`config.mk`:
```
export PLATFORM = sky130hd
export DESIGN_NAME = bar_graph_control
export DESIGN_NICKNAME = d
export VERILOG_FILES = /design/src/rtl/bar_graph_control.sv
export SDC_FILE = /design/constraint.sdc
export NUM_CORES = 1
export LEC_CHECK = 0
export ABC_CLOCK_PERIOD_IN_PS = 3800
export BUFFER_PORTS_ARGS = -buffer_cell sky130_fd_sc_hd__buf_4
export CORE_MARGIN = 2
export CORE_UTILIZATION = 57
export CTS_BUF_LIST = sky130_fd_sc_hd__clkbuf_8
export DETAILED_ROUTE_END_ITERATION = 16
export MAX_ROUTING_LAYER = met4
export PLACE_DENSITY_LB_ADDON = 0.25
export SYNTH_ARGS = -nofsm -noshare
export SYNTH_HDL_FRONTEND = slang
export SYNTH_SLANG_ARGS = --single-unit
```
`constraint.sdc`:
```
create_clock -name clk -period 3.8 [get_ports clk]
set_input_delay 0.95 -clock clk [delete_from_list [all_inputs] [get_ports clk]]
set_output_delay 0.95 -clock clk [all_outputs]
set_load 0.01 [all_outputs]
```
`src/rtl/bar_graph_control.sv`:
```
// Bar-graph sequencer: raster-scans NUM_BARS boxes into a 640x480 frame through a plot handshake.
// Define BAR_OUTLINE_EN to draw each non-empty bar's top row in the inverted bar colour.
module bar_graph_control #(
  parameter int unsigned NUM_BARS = 4,
  parameter int unsigned BAR_W    = 32,
  parameter int unsigned MAX_H    = 200,
  parameter int unsigned GAP      = 8,
  parameter int unsigned BASE_X   = 40,
  parameter int unsigned BASE_Y   = 440
) (
  input  logic                  clk,
  input  logic                  resetn,
  input  logic                  start,
  input  logic [NUM_BARS*8-1:0] heights,
  input  logic [2:0]            bar_colour,
  input  logic [2:0]            bg_colour,
  input  logic                  plot_ready,
  output logic [9:0]            x_coord,
  output logic [8:0]            y_coord,
  output logic [2:0]            colour,
  output logic                  plot,
  output logic                  busy,
  output logic                  done
);

  localparam int unsigned BarW = (NUM_BARS > 1) ? $clog2(NUM_BARS) : 1;
  localparam int unsigned OxW  = (BAR_W > 1) ? $clog2(BAR_W) : 1;
  localparam int unsigned OyW  = (MAX_H > 1) ? $clog2(MAX_H) : 1;

  localparam logic [BarW-1:0] LastBar = BarW'(NUM_BARS - 1);
  localparam logic [OxW-1:0]  LastOx  = OxW'(BAR_W - 1);
  localparam logic [OyW-1:0]  LastOy  = OyW'(MAX_H - 1);
  localparam logic [7:0]      MaxH8   = 8'(MAX_H);
  localparam logic [9:0]      BaseX10 = 10'(BASE_X);
  localparam logic [9:0]      Pitch10 = 10'(BAR_W + GAP);
  localparam logic [8:0]      BaseY9  = 9'(BASE_Y);

  typedef enum logic [2:0] {StIdle, StLoad, StScan, StNext, StDone} state_e;

  state_e          state_q, state_d;
  logic [BarW-1:0] bar_q, bar_d;
  logic [OxW-1:0]  ox_q, ox_d;
  logic [OyW-1:0]  oy_q, oy_d;
  logic [7:0]      h_q [NUM_BARS];
  logic [7:0]      h_d [NUM_BARS];
  logic [2:0]      bar_col_q, bar_col_d;
  logic [2:0]      bg_col_q, bg_col_d;

  always_ff @(posedge clk or negedge resetn) begin
    if (!resetn) begin
      state_q   <= StIdle;
      bar_q     <= '0;
      ox_q      <= '0;
      oy_q      <= '0;
      bar_col_q <= '0;
      bg_col_q  <= '0;
      for (int unsigned i = 0; i < NUM_BARS; i++) h_q[i] <= '0;
    end else begin
      state_q   <= state_d;
      bar_q     <= bar_d;
      ox_q      <= ox_d;
      oy_q      <= oy_d;
      bar_col_q <= bar_col_d;
      bg_col_q  <= bg_col_d;
      for (int unsigned i = 0; i < NUM_BARS; i++) h_q[i] <= h_d[i];
    end
  end

  always_comb begin
    state_d   = state_q;
    bar_d     = bar_q;
    ox_d      = ox_q;
    oy_d      = oy_q;
    bar_col_d = bar_col_q;
    bg_col_d  = bg_col_q;
    h_d       = h_q;
    unique case (state_q)
      StIdle: if (start) state_d = StLoad;
      StLoad: begin
        for (int unsigned i = 0; i < NUM_BARS; i++) begin
          h_d[i] = (heights[8*i +: 8] > MaxH8) ? MaxH8 : heights[8*i +: 8];
        end
        bar_col_d = bar_colour;
        bg_col_d  = bg_colour;
        bar_d     = '0;
        ox_d      = '0;
        oy_d      = '0;
        state_d   = StScan;
      end
      StScan: begin
        // plot is always high here, so acceptance is plot_ready alone
        if (plot_ready) begin
          if (ox_q == LastOx) begin
            ox_d = '0;
            if (oy_q == LastOy) begin
              oy_d    = '0;
              state_d = StNext;
            end else begin
              oy_d = oy_q + 1'b1;
            end
          end else begin
            ox_d = ox_q + 1'b1;
          end
        end
      end
      StNext: begin
        if (bar_q == LastBar) begin
          state_d = StDone;
        end else begin
          bar_d   = bar_q + 1'b1;
          ox_d    = '0;
          oy_d    = '0;
          state_d = StScan;
        end
      end
      StDone:  state_d = StIdle;
      default: state_d = StIdle;
    endcase
  end

  logic       scan;
  logic [9:0] x_calc;
  logic [8:0] y_calc;
  logic [7:0] cur_h;
  logic [8:0] oy_ext, h_ext;
  logic [2:0] pix_col;

  assign scan   = (state_q == StScan);
  assign x_calc = BaseX10 + 10'(bar_q) * Pitch10 + 10'(ox_q);
  assign y_calc = BaseY9 - 9'(oy_q);
  assign cur_h  = h_q[bar_q];
  assign oy_ext = 9'(oy_q);
  assign h_ext  = 9'(cur_h);

  always_comb begin
    pix_col = (oy_ext < h_ext) ? bar_col_q : bg_col_q;
`ifdef BAR_OUTLINE_EN
    if ((cur_h != 8'd0) && (oy_ext == h_ext - 9'd1)) pix_col = ~bar_col_q;
`endif
  end

  // Outputs are zero outside SCAN so reset and idle present a blank plotter interface
  assign x_coord = scan ? x_calc : '0;
  assign y_coord = scan ? y_calc : '0;
  assign colour  = scan ? pix_col : '0;
  assign plot    = scan;
  assign busy    = (state_q == StLoad) || (state_q == StScan) || (state_q == StNext);
  assign done    = (state_q == StDone);

endmodule

```
==> results.sh, run 1 <==
export IMPL_status="finished clean"
export IMPL_clk_path_buf_depth=2
export IMPL_hold_ws_ns=0.482
export IMPL_ys_seq_area_frac=0.415
export IMPL_antenna_found_initial=0
export IMPL_hp_class="reg2reg"
export IMPL_core_um2=5820
export IMPL_final_max_slew_violation_count=0
export IMPL_cts_tree="done"
export IMPL_post_drt_wl_per_cell_um=14.4
export IMPL_max_clock_freq_ghz=0.277
export IMPL_grt_total_usage=0.237
export IMPL_fillers=486
export IMPL_routed_via_density=5.56
export IMPL_clk_latency_ns=0.31
export IMPL_die_h_um=81.0
export IMPL_fp_row_count=28
export IMPL_netlist_area_um2=3380
export IMPL_syn_avg_cell_area_um2=9.29
export IMPL_num_vias=2770
export IMPL_ys_seq_elements=56
export IMPL_multi_input_area_um2=1770
export IMPL_ir_drop_mv=0.329
export IMPL_final_layout_size_suffix_gt1_frac=0.253
export IMPL_fin_tns_setup_ns=0
export IMPL_cts_buffers=5
export IMPL_wl_met2_um=3530
export IMPL_start_util=0.581
export IMPL_finalClockSkew_ns=0.0138
export IMPL_drc_errors=0
export IMPL_fin_cells=498
export IMPL_seqCellArea_um2=1400
export IMPL_ys_flop_type="dfrtp_1"
export IMPL_ant_nets=0
export IMPL_reg2reg_slack_ns=1.61
export IMPL_grt_overflow=0
export IMPL_drv_cap=0
export IMPL_syn2layout_area_growth_pct=17.4
export IMPL_grt_pass1_vias=2523
export IMPL_insertedDiodeCount=0
export IMPL_ys_warn_count=0
export IMPL_dr_wl_met3_um=348
export IMPL_clock_sinks=56
export IMPL_top_level_ports=67
export IMPL_clk_pin_slew_ns=0.10
export IMPL_globalplace_congestion=0.882
export IMPL_synthCells=364
export IMPL_ctsHoldBuffers=0
export IMPL_fin_crit_sh=0.951
export IMPL_io_buffers=64
export IMPL_drtPass1Iterations=5
export IMPL_finalSetupViolCount=0
export IMPL_p_leak_nw=1.99
export IMPL_period_minus_slack_ns=3.61
export IMPL_pre_cts_ws_ns=0.460
export IMPL_relSlewSlack=0.302
export IMPL_routed_wl_um=7170
export IMPL_wl_met1_um=3200
export IMPL_cts_root_buffer="clkbuf_8"
export IMPL_drt_iter0_drc=168
export IMPL_dp_hpwl_um=5400
export IMPL_h_tree_depth=2
export IMPL_routed_top_layer="met4"
export IMPL_ys_types=53
export IMPL_end_kind="output port"
export IMPL_grt_max_degree=57
export IMPL_worst_setup_path_type="reg2out"
export IMPL_cp_max_fo=3
export IMPL_final_nets=482
export IMPL_tightestPinTransition_ns=1.05
export IMPL_grt_pass1_wl_um=11600
export IMPL_ys_async_sr_fraction=1.00
export IMPL_cp_arrival_ns=2.66
export IMPL_total_power_mw=2.61
export IMPL_setup_ws_ns=0.186
export IMPL_fp_dieW_um=81.0
export IMPL_synth_edff_count=0
export IMPL_place_inst=488
export IMPL_dieArea_um2=6560
export IMPL_power_density_nw_per_um2=659
export IMPL_critPathRequiredTime_ns=2.85
export IMPL_cp_start_kind="flip-flop"
export IMPL_hold_viol=0
==> path summary, 6_finish.rpt <==
check,cells after the start,to,start
max in group asynchronous,1,bar_q[0]$_DFFE_PN0P_,resetn
setup reg to reg,5,bar_col_q[2]$_DFFE_PN0P_,state_q[2]$_DFFE_PN0P_
min in group asynchronous,1,ox_q[1]$_DFFE_PN0P_,resetn
hold / removal,2,bg_col_q[1]$_DFFE_PN0P_,bg_col_q[1]$_DFFE_PN0P_
setup / recovery,10,colour[1],bar_q[0]$_DFFE_PN0P_
hold reg to reg,2,bg_col_q[1]$_DFFE_PN0P_,bg_col_q[1]$_DFFE_PN0P_
==> where the power goes <==
group          switching [mW]  leakage (nW)  internal [mW]
logic                   0.601          1.27          0.632
registers               0.210         0.680          0.848
clock network           0.194        0.0406          0.129
==> through the flow <==
step                 util  instance area (um^2)
floorplan               -                  3380
detailed placement  0.661                  3840
global route        0.683                  3970
CTS                 0.676                  3930
global placement    0.661                  3840
finish              0.683                  3970
==> final cells by class <==
| type | count | area share |
|---|---|---|
| inverters | 20 | 0.0192 |
| multi-input cells | 269 | 0.445 |
| clock inverters | 2 | 0.00410 |
| clock buffers | 5 | 0.0173 |
| flip-flops and latches | 56 | 0.353 |
| well taps | 75 | 0.0236 |
| repair buffers | 71 | 0.137 |
==> critical path, cell delays in order (launching register included) <==
cell and delay [ns]:
dfrtp_2 0.42, buf_12 0.12, mux4_2 0.47, inv_1 0.07, ha_1 0.24, a211oi_2 0.24
nor2_1 0.08, or2_2 0.29, o21ai_0 0.17, a21oi_1 0.09, buf_4 0.15
==> flip-flops by register name, summed over array words and instances, names as in the netlist <==
signal and count:
h_q 32, bar_col_q 3, state_q 3, oy_q 8, bar_q 2, bg_col_q 3, ox_q 5
==> cell families after synthesis <==
| family | after synthesis | share of synthesized area |
|---|---|---|
| flip-flops | 56 | 0.415 |
| AO/OA/AOI/OAI | 63 | 0.136 |
| adder cells (fa/ha/maj) | 17 | 0.0651 |
| XOR/XNOR | 11 | 0.0285 |
| buffers and inverters | 40 | 0.0655 |
| AND/OR/NAND/NOR | 167 | 0.236 |
| multiplexers | 9 | 0.0526 |
| other | 1 | 0.00111 |
==> cell usage in the layout (no fill, tap or decap), types with 2 or more instances in the layout <==
cell	n
nand2_1	72
buf_4	70
dfrtp_1	55
nor2_1	36
nand3_1	20
inv_1	19
a21oi_1	16
ha_1	16
a22o_1	14
mux4_2	7
o21ai_0	6
a21o_1	6
xor2_1	6
xnor2_1	5
and2_1	5
nor2_4	5
clkbuf_8	5
nor3_1	4
nand4_1	4
o31ai_1	4
o21ai_1	4
and3_1	3
nor2b_1	3
mux2i_1	2
o21a_1	2
nand2b_1	2
nor4_1	2
o31ai_2	2
conb_1	2
==> cells in the mapped netlist, types with 3 or more instances <==
| library cell | instances | area [um^2] |
|---|---|---|
| a21o_1 | 6 | 45.0 |
| a21oi_1 | 16 | 80.1 |
| a22o_1 | 14 | 123 |
| and2_1 | 5 | 31.3 |
| and3_1 | 3 | 18.8 |
| buf_2 | 8 | 40.0 |
| buf_6 | 7 | 78.8 |
| clkbuf_1 | 3 | 11.3 |
| dfrtp_1 | 56 | 1400 |
| ha_1 | 16 | 200 |
| inv_1 | 19 | 71.3 |
| mux4_2 | 7 | 158 |
| nand2_1 | 72 | 270 |
| nand3_1 | 20 | 100 |
| nand4_1 | 4 | 25.0 |
| nor2_1 | 36 | 135 |
| nor2_4 | 5 | 56.3 |
| nor2b_1 | 3 | 18.8 |
| nor3_1 | 4 | 20.0 |
| o21ai_0 | 6 | 30.0 |
| o21ai_1 | 4 | 20.0 |
| o31ai_1 | 4 | 30.0 |
| xnor2_1 | 5 | 43.8 |
| xor2_1 | 6 | 52.6 |
==> timing repair <==
action                     in CTS  in global routing
buffers inserted                0                  3
resized for setup               0                  2
setup endpoints to repair       0                  3
==> layer usage <==
layer,track usage,vias up
li1,-,1353
met3,0.0444,11
met4,0.0729,0
met1,0.298,1335
met5,-,-
met2,0.392,71
(Power assumes the default switching activity.)
==> inputs of run 2 (changes only) <==
--- a/config.mk
+++ b/config.mk
@@ -5,10 +5,10 @@
 export SDC_FILE = /design/constraint.sdc
 export NUM_CORES = 1
 export LEC_CHECK = 0
-export ABC_CLOCK_PERIOD_IN_PS = 3800
+export ABC_CLOCK_PERIOD_IN_PS = 4200
 export BUFFER_PORTS_ARGS = -buffer_cell sky130_fd_sc_hd__buf_4
 export CORE_MARGIN = 2
-export CORE_UTILIZATION = 57
+export CORE_UTILIZATION = 45
 export CTS_BUF_LIST = sky130_fd_sc_hd__clkbuf_8
 export DETAILED_ROUTE_END_ITERATION = 16
 export MAX_ROUTING_LAYER = met4
==> constraint.sdc (replaced) <==
create_clock -name clk -period 4.2 [get_ports clk]
set_input_delay 1.05 -clock clk [delete_from_list [all_inputs] [get_ports clk]]
set_output_delay 1.05 -clock clk [all_outputs]
set_load 0.01 [all_outputs]
==> results.sh, run 2 (synthesis results as in run 1) <==
export IMPL_final_nets=478
export IMPL_grt_max_degree=57
export IMPL_status="finished clean"
export IMPL_clk_pin_slew_ns=0.10
export IMPL_insertedDiodeCount=0
export IMPL_wl_met2_um=3790
export IMPL_final_max_slew_violation_count=0
export IMPL_power_switching_share=0.388
export IMPL_ir_drop_mv=0.201
export IMPL_syn2layout_area_growth_pct=17.2
export IMPL_max_clock_freq_ghz=0.259
export IMPL_grt_overflow=0
export IMPL_critPathRequiredTime_ns=3.15
export IMPL_globalplace_congestion=0.819
export IMPL_seqPwrFrac=0.405
export IMPL_power_density_nw_per_um2=599
export IMPL_h_tree_depth=2
export IMPL_routed_top_layer="met4"
export IMPL_io_buffers=64
export IMPL_finalClockSkew_ns=0.00909
export IMPL_final_cell_mix="nand2_1 (72), buf_4 (67), dfrtp_1 (56)"
export IMPL_internal_power_mw=1.45
export IMPL_start_util=0.466
export IMPL_fp_row_count=31
export IMPL_largest_reg_flops=32
export IMPL_final_common_cell="nand2_1"
export IMPL_ant_nets=0
export IMPL_period_minus_slack_ns=3.85
export IMPL_routed_via_density=5.24
export IMPL_post_drt_wl_per_cell_um=14.4
export IMPL_end_kind="output port"
export IMPL_antenna_found_initial=0
export IMPL_grt_total_usage=0.200
export IMPL_fin_crit_sh=0.918
export IMPL_drtPass1Iterations=4
export IMPL_num_vias=2721
export IMPL_wl_met1_um=3350
export IMPL_drt_iter0_drc=127
export IMPL_dp_hpwl_um=5690
export IMPL_cp_max_fo=10
export IMPL_die_h_um=90.7
export IMPL_rsz0062_at_grt="false"
export IMPL_cts_tree="done"
export IMPL_fin_tns_setup_ns=0
export IMPL_switching_power_mw=0.922
export IMPL_clk_path_buf_depth=2
export IMPL_dr_wl_met3_um=244
export IMPL_cts_root_buffer="clkbuf_8"
export IMPL_final_util=0.546
export IMPL_relSlewSlack=0.301
export IMPL_grt_pass1_vias=2730
export IMPL_p_leak_nw=1.97
export IMPL_top_regs="h_q: 32 flops, oy_q: 8 flops, ox_q: 5 flops"
export IMPL_finalSetupViolCount=0
export IMPL_ctsHoldBuffers=0
export IMPL_clkPwrFrac=0.134
export IMPL_final_layout_size_suffix_gt1_frac=0.243
export IMPL_drv_cap=0
export IMPL_clock_sinks=56
export IMPL_cp_arrival_ns=2.80
export IMPL_core_um2=7250
export IMPL_clk_latency_ns=0.32
export IMPL_fp_dieW_um=90.7
export IMPL_comb_power_share=0.461
export IMPL_dieArea_um2=8220
export IMPL_grt_pass1_wl_um=12900
export IMPL_hold_ws_ns=0.480
export IMPL_hp_class="reg2reg"
export IMPL_routed_wl_um=7470
export IMPL_post_cts_resize_count=0
export IMPL_post_cts_buffers=0
export IMPL_worst_setup_path_type="reg2out"
export IMPL_drc_errors=0
export IMPL_tightestPinTransition_ns=1.05
export IMPL_largest_register="h_q"
export IMPL_top_level_ports=67
export IMPL_hold_viol=0
export IMPL_total_power_mw=2.37
export IMPL_cp_start_kind="flip-flop"
export IMPL_cts_buffers=5
[run 2: cell count changes in the layout (fill, tap and decap cells not counted), sizes merged]
cell,delta
buf,-4
clkinv,+1
clkinvlp,-1
inv,+1
[run 2: path summary, 6_finish.rpt]
kind | startpoint | cells past startpoint | slack, ns | end
setup / recovery | bar_q[0]$_DFFE_PN0P_ | 10 | 0.35 | colour[1]
hold / removal | h_q[29]$_DFFE_PN0P_ | 2 | 0.48 | h_q[29]$_DFFE_PN0P_
setup reg to reg | state_q[2]$_DFFE_PN0P_ | 5 | 1.87 | h_q[17]$_DFFE_PN0P_
hold reg to reg | h_q[29]$_DFFE_PN0P_ | 2 | 0.48 | h_q[29]$_DFFE_PN0P_
max in group asynchronous | resetn | 1 | 2.93 | h_q[27]$_DFFE_PN0P_
min in group asynchronous | resetn | 1 | 0.76 | ox_q[0]$_DFFE_PN0P_
[run 2: power by group through the flow]
stage	Combinational [mW]	Clock, mW	Sequential, mW
floorplan	0.798	0	0.876
global placement	1.08	0	0.969
detailed placement	1.11	0	0.972
CTS	1.11	0.330	0.961
global route	1.24	0.353	0.994
finish	1.10	0.317	0.962
[run 2: worst max-delay path, stage by stage (launching register included)]
cell and delay, ns:
dfrtp_1 0.52, buf_4 0.26, mux4_2 0.51, inv_1 0.07, ha_1 0.24, a21oi_1 0.15, a21o_1 0.15, o41a_1 0.21
nand3_1 0.10, a21oi_1 0.14, buf_4 0.14
[run 2: per-layer routing]
layer,global-route usage,vias to the layer above
met2,0.341,55
met4,0.0564,0
met3,0.0275,6
met1,0.248,1317
met5,-,-
li1,-,1343
[run 2: area by class of cell]
cell class,count,area (um^2)
clock buffer,5,68.8
clock inverter,3,26.3
fill,675,3290
inverter,20,76.3
multi-input combinational,269,1760
sequential,56,1400
tap,99,124
timing repair buffer,67,503
[run 2: stage by stage]
| stage | setup slack, ns | std cells | instance area, um^2 |
|---|---|---|---|
| floorplan | 0.808 | 365 | 3380 |
| global placement | 0.755 | 511 | 3870 |
| detailed placement | 0.672 | 511 | 3870 |
| CTS | 0.295 | 519 | 3960 |
| global route | 0.114 | 519 | 3960 |
| finish | 0.346 | 519 | 3960 |
